--- config.mk ---
export PLATFORM = sky130hd
export DESIGN_NAME = reg_status_file_flat
export DESIGN_NICKNAME = d
export VERILOG_FILES = /design/src/rtl/reg_status_file_pkg.sv /design/src/rtl/reg_status_file_if.sv /design/src/rtl/reg_status_bypass.sv /design/src/rtl/reg_status_file.sv /design/src/flat_wrapper.sv
export SDC_FILE = /design/constraint.sdc
export NUM_CORES = 2
export LEC_CHECK = 0
export CAP_MARGIN = 20
export CORE_ASPECT_RATIO = 1.1
export CORE_MARGIN = 2
export CORE_UTILIZATION = 45
export DETAILED_ROUTE_END_ITERATION = 8
export SLEW_MARGIN = 20
export SYNTH_ARGS = -nofsm -noshare
export SYNTH_HDL_FRONTEND = slang
export SYNTH_SLANG_ARGS = --single-unit
--- constraint.sdc ---
create_clock -name clk -period 3.75 [get_ports clk]
set_input_delay 0.75 -clock clk [delete_from_list [all_inputs] [get_ports clk]]
set_output_delay 0.75 -clock clk [all_outputs]
set_load 0.1 [all_outputs]
--- src/rtl/reg_status_file_pkg.sv ---
// Shared rename-status constants, also used by the decoder and the ROB.
package reg_status_file_pkg;
  localparam int NREG_DEF  = 32;
  localparam int REG_IDX_W = $clog2(NREG_DEF);
  localparam int TAG_W_DEF = 4;
  localparam int XLEN_DEF  = 32;
  // A free register reports this tag on its read port.
  localparam logic [TAG_W_DEF-1:0] TAG_EMPTY = '0;
endpackage

--- src/rtl/reg_status_file_if.sv ---
// Decode/ROB-facing bundle of the rename status file: read, rename and commit ports.
interface reg_status_file_if import reg_status_file_pkg::*; #(
  parameter int NREG  = NREG_DEF,
  parameter int XLEN  = XLEN_DEF,
  parameter int TAG_W = TAG_W_DEF,
  parameter int NRD   = 2,
  parameter int NCMT  = 1
);
  localparam int IW = $clog2(NREG);

  logic                            rdy;
  logic                            flush;
  logic [NRD-1:0][IW-1:0]          rd_idx;
  logic [NRD-1:0]                  rd_busy;
  logic [NRD-1:0][TAG_W-1:0]       rd_tag;
  logic [NRD-1:0][XLEN-1:0]        rd_val;
  logic                            ren_valid;
  logic [IW-1:0]                   ren_idx;
  logic [TAG_W-1:0]                ren_tag;
  logic [NCMT-1:0]                 cmt_valid;
  logic [NCMT-1:0][IW-1:0]         cmt_idx;
  logic [NCMT-1:0][TAG_W-1:0]      cmt_tag;
  logic [NCMT-1:0][XLEN-1:0]       cmt_val;
  logic [IW:0]                     busy_cnt;

  modport master (
    output rdy, flush, rd_idx, ren_valid, ren_idx, ren_tag,
           cmt_valid, cmt_idx, cmt_tag, cmt_val,
    input  rd_busy, rd_tag, rd_val, busy_cnt
  );
  modport slave (
    input  rdy, flush, rd_idx, ren_valid, ren_idx, ren_tag,
           cmt_valid, cmt_idx, cmt_tag, cmt_val,
    output rd_busy, rd_tag, rd_val, busy_cnt
  );
endinterface

--- src/rtl/reg_status_bypass.sv ---
// Per-read-port commit bypass; REG_STATUS_BYPASS_EN enables it, otherwise a pass-through.
module reg_status_bypass #(
  parameter int XLEN  = 32,
  parameter int TAG_W = 4,
  parameter int NCMT  = 1
) (
  input  logic                       busy_i,
  input  logic [TAG_W-1:0]           tag_i,
  input  logic [XLEN-1:0]            val_i,
  input  logic [NCMT-1:0]            cmt_valid_i,
  input  logic [NCMT-1:0][TAG_W-1:0] cmt_tag_i,
  input  logic [NCMT-1:0][XLEN-1:0]  cmt_val_i,
  output logic                       busy_o,
  output logic [TAG_W-1:0]           tag_o,
  output logic [XLEN-1:0]            val_o
);
`ifdef REG_STATUS_BYPASS_EN
  always_comb begin
    busy_o = busy_i;
    val_o  = val_i;
    for (int c = 0; c < NCMT; c++) begin
      if (busy_i && cmt_valid_i[c] && cmt_tag_i[c] == tag_i) begin
        busy_o = 1'b0;
        val_o  = cmt_val_i[c];
      end
    end
  end
`else
  logic unused_cmt;
  assign unused_cmt = ^{cmt_valid_i, cmt_tag_i, cmt_val_i};
  assign busy_o = busy_i;
  assign val_o  = val_i;
`endif
  assign tag_o = busy_o ? tag_i : '0;
endmodule

--- src/rtl/reg_status_file.sv ---
// Architectural register values plus rename busy/tag per register, incremental busy count.
// Optional same-cycle commit bypass on the read ports: define REG_STATUS_BYPASS_EN.
module reg_status_file import reg_status_file_pkg::*; #(
  parameter int NREG  = NREG_DEF,
  parameter int XLEN  = XLEN_DEF,
  parameter int TAG_W = TAG_W_DEF,
  parameter int NRD   = 2,
  parameter int NCMT  = 1
) (
  input logic               clk,
  input logic               rst_n,
  reg_status_file_if.slave  bus
);
  localparam int IW = $clog2(NREG);

  logic [NREG-1:0][XLEN-1:0]  val_q, val_d;
  logic [NREG-1:0]            busy_q, busy_d;
  logic [NREG-1:0][TAG_W-1:0] tag_q, tag_d;
  logic [IW:0]                cnt_q, cnt_d, n_clr;
  logic [NCMT-1:0]            eff_clr;
  logic                       ren_ok, ren_inc;

  always_comb begin
    val_d   = val_q;
    busy_d  = busy_q;
    tag_d   = tag_q;
    cnt_d   = cnt_q;
    eff_clr = '0;
    n_clr   = '0;
    ren_ok  = bus.ren_valid && !bus.flush && bus.ren_idx != '0;
    ren_inc = ren_ok && !busy_q[bus.ren_idx];
    for (int c = 0; c < NCMT; c++) begin
      if (bus.cmt_valid[c] && bus.cmt_idx[c] != '0) begin
        val_d[bus.cmt_idx[c]] = bus.cmt_val[c];
        // A same-cycle rename keeps the register busy, so the clear does not count.
        eff_clr[c] = busy_q[bus.cmt_idx[c]] && tag_q[bus.cmt_idx[c]] == bus.cmt_tag[c] &&
                     !(ren_ok && bus.ren_idx == bus.cmt_idx[c]);
        for (int k = 0; k < c; k++)
          if (eff_clr[k] && bus.cmt_idx[k] == bus.cmt_idx[c]) eff_clr[c] = 1'b0;
        if (eff_clr[c]) begin
          busy_d[bus.cmt_idx[c]] = 1'b0;
          n_clr = n_clr + 1'b1;
        end
      end
    end
    if (bus.flush) begin
      busy_d = '0;
      cnt_d  = '0;
    end else begin
      if (ren_ok) begin
        busy_d[bus.ren_idx] = 1'b1;
        tag_d[bus.ren_idx]  = bus.ren_tag;
      end
      cnt_d = cnt_q - n_clr + {{IW{1'b0}}, ren_inc};
    end
  end

  always_ff @(posedge clk or negedge rst_n) begin
    if (!rst_n) begin
      val_q  <= '0;
      busy_q <= '0;
      tag_q  <= '0;
      cnt_q  <= '0;
    end else if (bus.rdy) begin
      val_q  <= val_d;
      busy_q <= busy_d;
      tag_q  <= tag_d;
      cnt_q  <= cnt_d;
    end
  end

  assign bus.busy_cnt = cnt_q;

  for (genvar p = 0; p < NRD; p++) begin : g_rd
    logic [IW-1:0]    ix;
    logic             busy_w;
    logic [TAG_W-1:0] tag_w;
    logic [XLEN-1:0]  val_w;
    assign ix = bus.rd_idx[p];
    reg_status_bypass #(.XLEN(XLEN), .TAG_W(TAG_W), .NCMT(NCMT)) u_byp (
      .busy_i      (busy_q[ix]),
      .tag_i       (tag_q[ix]),
      .val_i       (val_q[ix]),
      .cmt_valid_i (bus.cmt_valid),
      .cmt_tag_i   (bus.cmt_tag),
      .cmt_val_i   (bus.cmt_val),
      .busy_o      (busy_w),
      .tag_o       (tag_w),
      .val_o       (val_w)
    );
    assign bus.rd_busy[p] = busy_w;
    assign bus.rd_tag[p]  = tag_w;
    assign bus.rd_val[p]  = val_w;
  end
endmodule

--- src/flat_wrapper.sv ---
// flat-port wrapper written by rule: the top's interface ports become plain ports
module reg_status_file_flat import reg_status_file_pkg::*;
#(
  parameter int NREG  = NREG_DEF,
  parameter int XLEN  = XLEN_DEF,
  parameter int TAG_W = TAG_W_DEF,
  parameter int NRD   = 2,
  parameter int NCMT  = 1
)
  (clk, rst_n, bus_rdy, bus_flush, bus_rd_idx, bus_ren_valid, bus_ren_idx, bus_ren_tag, bus_cmt_valid, bus_cmt_idx, bus_cmt_tag, bus_cmt_val, bus_rd_busy, bus_rd_tag, bus_rd_val, bus_busy_cnt);
  reg_status_file_if #(.NREG(NREG), .XLEN(XLEN), .TAG_W(TAG_W), .NRD(NRD), .NCMT(NCMT)) bus_i ();
  input logic clk;
  input logic rst_n;
  input wire logic [$bits(bus_i.rdy)-1:0] bus_rdy;
  input wire logic [$bits(bus_i.flush)-1:0] bus_flush;
  input wire logic [$bits(bus_i.rd_idx)-1:0] bus_rd_idx;
  input wire logic [$bits(bus_i.ren_valid)-1:0] bus_ren_valid;
  input wire logic [$bits(bus_i.ren_idx)-1:0] bus_ren_idx;
  input wire logic [$bits(bus_i.ren_tag)-1:0] bus_ren_tag;
  input wire logic [$bits(bus_i.cmt_valid)-1:0] bus_cmt_valid;
  input wire logic [$bits(bus_i.cmt_idx)-1:0] bus_cmt_idx;
  input wire logic [$bits(bus_i.cmt_tag)-1:0] bus_cmt_tag;
  input wire logic [$bits(bus_i.cmt_val)-1:0] bus_cmt_val;
  output wire logic [$bits(bus_i.rd_busy)-1:0] bus_rd_busy;
  output wire logic [$bits(bus_i.rd_tag)-1:0] bus_rd_tag;
  output wire logic [$bits(bus_i.rd_val)-1:0] bus_rd_val;
  output wire logic [$bits(bus_i.busy_cnt)-1:0] bus_busy_cnt;
  assign bus_i.rdy = bus_rdy;
  assign bus_i.flush = bus_flush;
  assign bus_i.rd_idx = bus_rd_idx;
  assign bus_i.ren_valid = bus_ren_valid;
  assign bus_i.ren_idx = bus_ren_idx;
  assign bus_i.ren_tag = bus_ren_tag;
  assign bus_i.cmt_valid = bus_cmt_valid;
  assign bus_i.cmt_idx = bus_cmt_idx;
  assign bus_i.cmt_tag = bus_cmt_tag;
  assign bus_i.cmt_val = bus_cmt_val;
  assign bus_rd_busy = bus_i.rd_busy;
  assign bus_rd_tag = bus_i.rd_tag;
  assign bus_rd_val = bus_i.rd_val;
  assign bus_busy_cnt = bus_i.busy_cnt;
  reg_status_file #(.NREG(NREG), .XLEN(XLEN), .TAG_W(TAG_W), .NRD(NRD), .NCMT(NCMT)) u_core (.clk(clk), .rst_n(rst_n), .bus(bus_i));
endmodule
# Word-level counts from Yosys, hierarchy flattened
# Cells that the tools add are included.
# Widths: inputs -> output; s select.
# totals
reg_bits	1190
in_bits	66
elab_cells	133
# op_classes
add_sub_neg	2
n_lt_le_gt_ge	6
n_eq_ne	2
n_mux	37
bitwise	4
n_reduce_logical	16
# ops
operator	count
$bwmux 1024	1
$bmux 32 s5	2
$mux 32	7
$demux 32 s5	1
$bwmux 128	1
$bmux 4 s5	3
$and 32x32->32	1
$not 32->32	1
$or 32x32->32	1
$lt 5x6->1 const B	4
$mux 4	6
$bmux 1 s5	4
$demux 4 s5	1
$mux 6	2
$demux 1 s5	2
$ge 5x1->1 const B	2
$reduce_bool 5->1	2
$logic_and 1x1->1	9
$mux 1	7
$add 6x1->6	1
$sub 6x6->6	1
$eq 5x5->1	1
$eq 4x4->1	1
$logic_not 1->1	3
3 further kinds	3

# Depth between registers and ports, before layout
# depth
ltp_word	11
mapped_depth	21

# By module
# Synthesis repeated with hierarchy kept, for this count alone.
# unflattened
cells_unflattened	4098
area_unflattened_um2	65545.4
# by_module_without_submodules
mod	instances	cells_each	area_per_inst_um2	seq_area_each_um2
reg_status_file	1	4024	64999.8	29778.6
reg_status_bypass	2	37	272.8	0.0

# Worst setup path before layout
# Ideal clock, no wire load.
# synth_timing
kind	input to output
startpoint	in bus_rd_idx[5]
endpoint	out bus_rd_tag[4]
t_arrival_ns	3.559
path_slack_ns	-0.559
stages	7
path_buffers	3
cell_sequence	buf_2 -> buf_2 -> buf_1 -> mux4_2 -> mux4_2 -> mux2i_1 -> nor2_1
# synth_via
elab_chain_len	3
word_cells_on_any_way	5
# synth_rtl
element	line_no	source
from (decl)	flat_wrapper.sv:16	input wire logic [$bits(bus_i.rd_idx)-1:0] bus_rd_idx;
$bmux 4 s5 or $bmux 1 s5 (tied branches)	reg_status_file.sv:82, reg_status_file.sv:81	
$mux 4 (not written as such) or $mux 1 (tied branches)	reg_status_file.sv:82, reg_status_file.sv:81	
$mux 4 (*)	reg_status_bypass.sv:34	assign tag_o = busy_o ? tag_i : '0;
to (decl)	flat_wrapper.sv:25	output wire logic [$bits(bus_i.rd_tag)-1:0] bus_rd_tag;
# Every way passes the cells marked *; elsewhere a longest branch is shown, timed or not. The select of a mux whose other input is x is not followed.

# Worst setup path in the final report
# layout_timing
startpoint	in bus_rd_idx[5]
endpoint	out bus_rd_val[42]
# layout_via
elab_chain_len	2
# layout_rtl
element	line_no	source
$bmux 32 s5	reg_status_file.sv:83	.val_i (val_q[ix]),
$mux 32 (not written as such)	reg_status_file.sv:83	
to (decl)	flat_wrapper.sv:26	output wire logic [$bits(bus_i.rd_val)-1:0] bus_rd_val;
# No other way between the ends. The select of a mux whose other input is x is not followed.

==> summary.md <==
| Metric | Value |
|---|---|
| Worst hold path class | `reg2reg` |
| First-pass GRT wire length | `about 300000 um` |
| Initial antenna violation count | `3` |
| First drt pass iteration count | `7` |
| Commonest cells after routing, fill and taps aside | `dfrtp_1, mux2_2, mux4_2` |
| EDFF count, synth | `0` |
| Worst EP arrival | `between 2 and 3 ns` |
| Final nets | `~4300` |
| TritonCTS clock tree | `yes` |
| Layout area overhead | `19.56%` |
| Critical R2R Capture | `u_core.bus.busy_cnt[5]` |
| Cts bufs inserted | `136` |
| Max Clock Skew | `around 0.026 ns` |
| Worst slew pin tran | `around 1.1 ns` |
| Origin of the critical flop-to-flop path | `u_core.tag_q[108]` |
| Commonest non-fill, non-tap cell in the layout | `dfrtp_1` |
| Latest clock arrival within the worst-skew pair | `0.80 ns` |
| FF-to-FF path depth | `18` |
| Final HPWL DP | `approximately 130000 um` |
| Main synth FF type | `dfrtp_1` |
| DP Area | `around 72000 um^2` |
| Sequential area share after synthesis | `around 46%` |
| Rel. slew slack | `25.45%` |
| Syn avg cell area | `16.11 um^2` |
| Die Height | `between 400 and 500 um` |
| Gp weighted congestion | `0.9074` |
| Io pins | `roughly 150` |
| Post-route minimum period | `~3.7 ns` |
| Initial Util | `45.24%` |
| Grt ovf | `0` |
| Average wire per standard cell | `31.69 um` |
| RSZ-0062 raised after global routing | `yes` |
| Vias/cell | `6.405` |
| Iter 0 DRT Violations | `~3600` |
| Fin crit share | `99.42%` |
| Fillcell total | `around 12000` |
| Status | `complete, no violations` |
| YS warnings | `0` |
| Worst-path clk slew | `about 0.060 ns` |
| Vias in the first global route | `about 42000` |
| Core box area | `143800 um^2` |
| Nature of the critical path endpoint | `primary output` |
| Pin count of the biggest net entering global routing | `about 100` |
| Hold Violations, Final | `0` |
| Startpoint types | `input pin` |
| R2R setup slack | `around 0.10 ns` |
| Maxcap violations | `0` |
| Clock Path Buffers | `3` |
| Finished Cell Area | `a little under 80000 um^2` |
| Routed Antenna Nets | `0` |
| Multi-input logic area | `between 30000 and 40000 um^2` |
| Crit path kind | `in2out` |
| Post-synth ARST share | `100.0%` |
| CP required | `around 3.0 ns` |
| Clock net sink count | `between 1000 and 1500` |
| Cell variety after synth | `between 60 and 70` |
| Root Driver | `clkbuf_16` |
| Fin. max-slew vios | `0` |
| DRC | `0` |
| Max Clk Rate | `approximately 270 MHz` |
| Hold EP | `u_core.val_q[23]` |
| Die X-Extent | `about 370 um` |
| Number of port buffers | `around 150` |
| Leakage | `approximately 34 nW` |
| GRT Util Overall | `between 20 and 30%` |
| Yosys reg bits | `approximately 1200` |
| Synth Cell Area | `between 60000 and 70000 um^2` |
| Die area | `between 100000 and 150000 um^2` |
| Share of cells above drive strength 1 | `around 63%` |
| WHS Path Cells | `0` |
| Worst hold start | `u_core.val_q[23]` |
| DR vias | `around 40000` |
| Worst Hold Margin | `0.3910 ns` |
| CTS H-tree depth | `4` |
| Sequential Area | `slightly below 30000 um^2` |
| Maximum vdd drop | `0.3524 mV` |
| Post-synth net total | `between 4000 and 5000` |
| FP Rows | `146` |
| Crit Path Max Fanout | `14` |
| Endpoints failing setup | `0` |
| Synth Instances | `roughly 4000` |
| DRT Wirelength | `198700 um` |
| Cell Pwr Density | `slightly below 500 nW/um^2` |
-- cells in the mapped netlist (all sizes together), types with 3 or more instances --
library cell	instances	share of area [%]
or3	5	0.048
xor2	3	0.040
mux2	1181	20
or4bb	3	0.052
o22ai	23	0.22
or4	4	0.046
and2	5	0.048
nor2b	13	0.13
nand3b	4	0.046
a211oi	27	0.31
nand3	7	0.054
buf	191	1.4
o32ai	9	0.12
a221oi	14	0.29
dfrtp	1190	46
nor3b	4	0.046
o21ai	5	0.044
clkbuf	277	1.6
nor3	18	0.14
xnor2	9	0.12
inv	28	0.16
a311oi	6	0.081
or4b	3	0.046
nor2	62	0.36
mux4	755	26
or3b	3	0.040
nand2	61	0.35
nor4	3	0.029
ha	6	0.12
a21oi	12	0.092
nand4	4	0.038
nand2b	6	0.058
mux2i	72	1.1
-- stage by stage --
step	power, mW	TNS (ns)	utilization (%)	cells	setup slack (ns)
floorplan	20.78	-0.3725	-	4038	-0.1874
global placement	23.36	-11.93	50.41	5994	-1.028
detailed placement	23.54	-12.54	50.41	5994	-1.053
CTS	37.76	0	53.77	6249	0.006071
global route	38.95	-0.1530	54.09	6270	-0.09796
finish	37.51	0	54.09	6270	0.02158
-- cells by family (layout without fill, tap and decap cells) --
family / after synthesis / count (layout) / share of synthesized area [%]
muxes: 2008 / 2008 / 47.70
DFF: 1190 / 1190 / 45.78
buffers and inverters: 496 / 803 / 3.207
and+or+nand+nor: 217 / 217 / 1.683
AOI/OAI and AO/OA: 108 / 108 / 1.323
xor gates and xnor gates: 12 / 12 / 0.1616
adders and majority gates: 7 / 7 / 0.1462
other: 0 / 1 / 0
-- sequential cells by signal, indices dropped and copies added (netlist names) --
name                 flops
u_core.val_q          1024
u_core.busy_q           32
u_core.tag_q           128
u_core.bus.busy_cnt      6
-- repair_timing --
item | CTS | global route
endpoints found under the hold margin | 6 | 0
gates resized for setup | 6 | 43
setup buffers | 7 | 14
pin swaps | 1 | 9
hold buffers | 1 | 0
gates cloned | 0 | 7
setup endpoints to repair | 16 | 22
-- power breakdown --
group / leakage [nW] / internal, mW / switching (mW)
Clock: 2.35 / 8.41 / 5.72
Combinational: 15.6 / 4.19 / 3.62
Sequential: 15.9 / 14.4 / 1.17
Total: 33.8 / 27.0 / 10.5
-- worst max-delay path, stage by stage --
cell and delay [ns]:
buf_12 0.16, buf_16 0.22, buf_12 0.20, mux4_2 0.53
mux4_2 0.54, mux2_2 0.32, buf_12 0.17
-- metal layers --
layer	part of all wire, %	track usage [%]
met1	42	37.11
met2	50	44.66
met3	5.4	4.347
met4	3.4	9.205
met5	0.0075	0
-- worst max-delay path by stage --
| stage | start | end | slack (ns) |
|---|---|---|---|
| 6_report | bus_rd_idx[5] | bus_rd_val[42] | 0.02 |
| 3_5_place_dp | bus_cmt_idx[0] | u_core.bus.busy_cnt[5] | -1.05 |
| 2_1_floorplan | bus_cmt_idx[0] | u_core.bus.busy_cnt[5] | -0.19 |
| 3_3_place_gp | bus_cmt_idx[0] | u_core.bus.busy_cnt[5] | -1.03 |
| 5_1_grt | u_core.tag_q[48] | u_core.bus.busy_cnt[5] | -0.1 |
| 4_1_cts | u_core.busy_q[31] | bus_rd_busy[1] | 0.006 |
-- cell type report --
type,count,area share (%)
clock inverter,55,0.9976
antenna,1,0.003218
multi-input combinational,2352,43.24
timing repair buffer,528,9.117
clock buffer,192,5.112
tap,1924,3.096
inverter,28,0.1384
sequential,1190,38.29
Note: power is estimated with default switching activity, not from simulation.
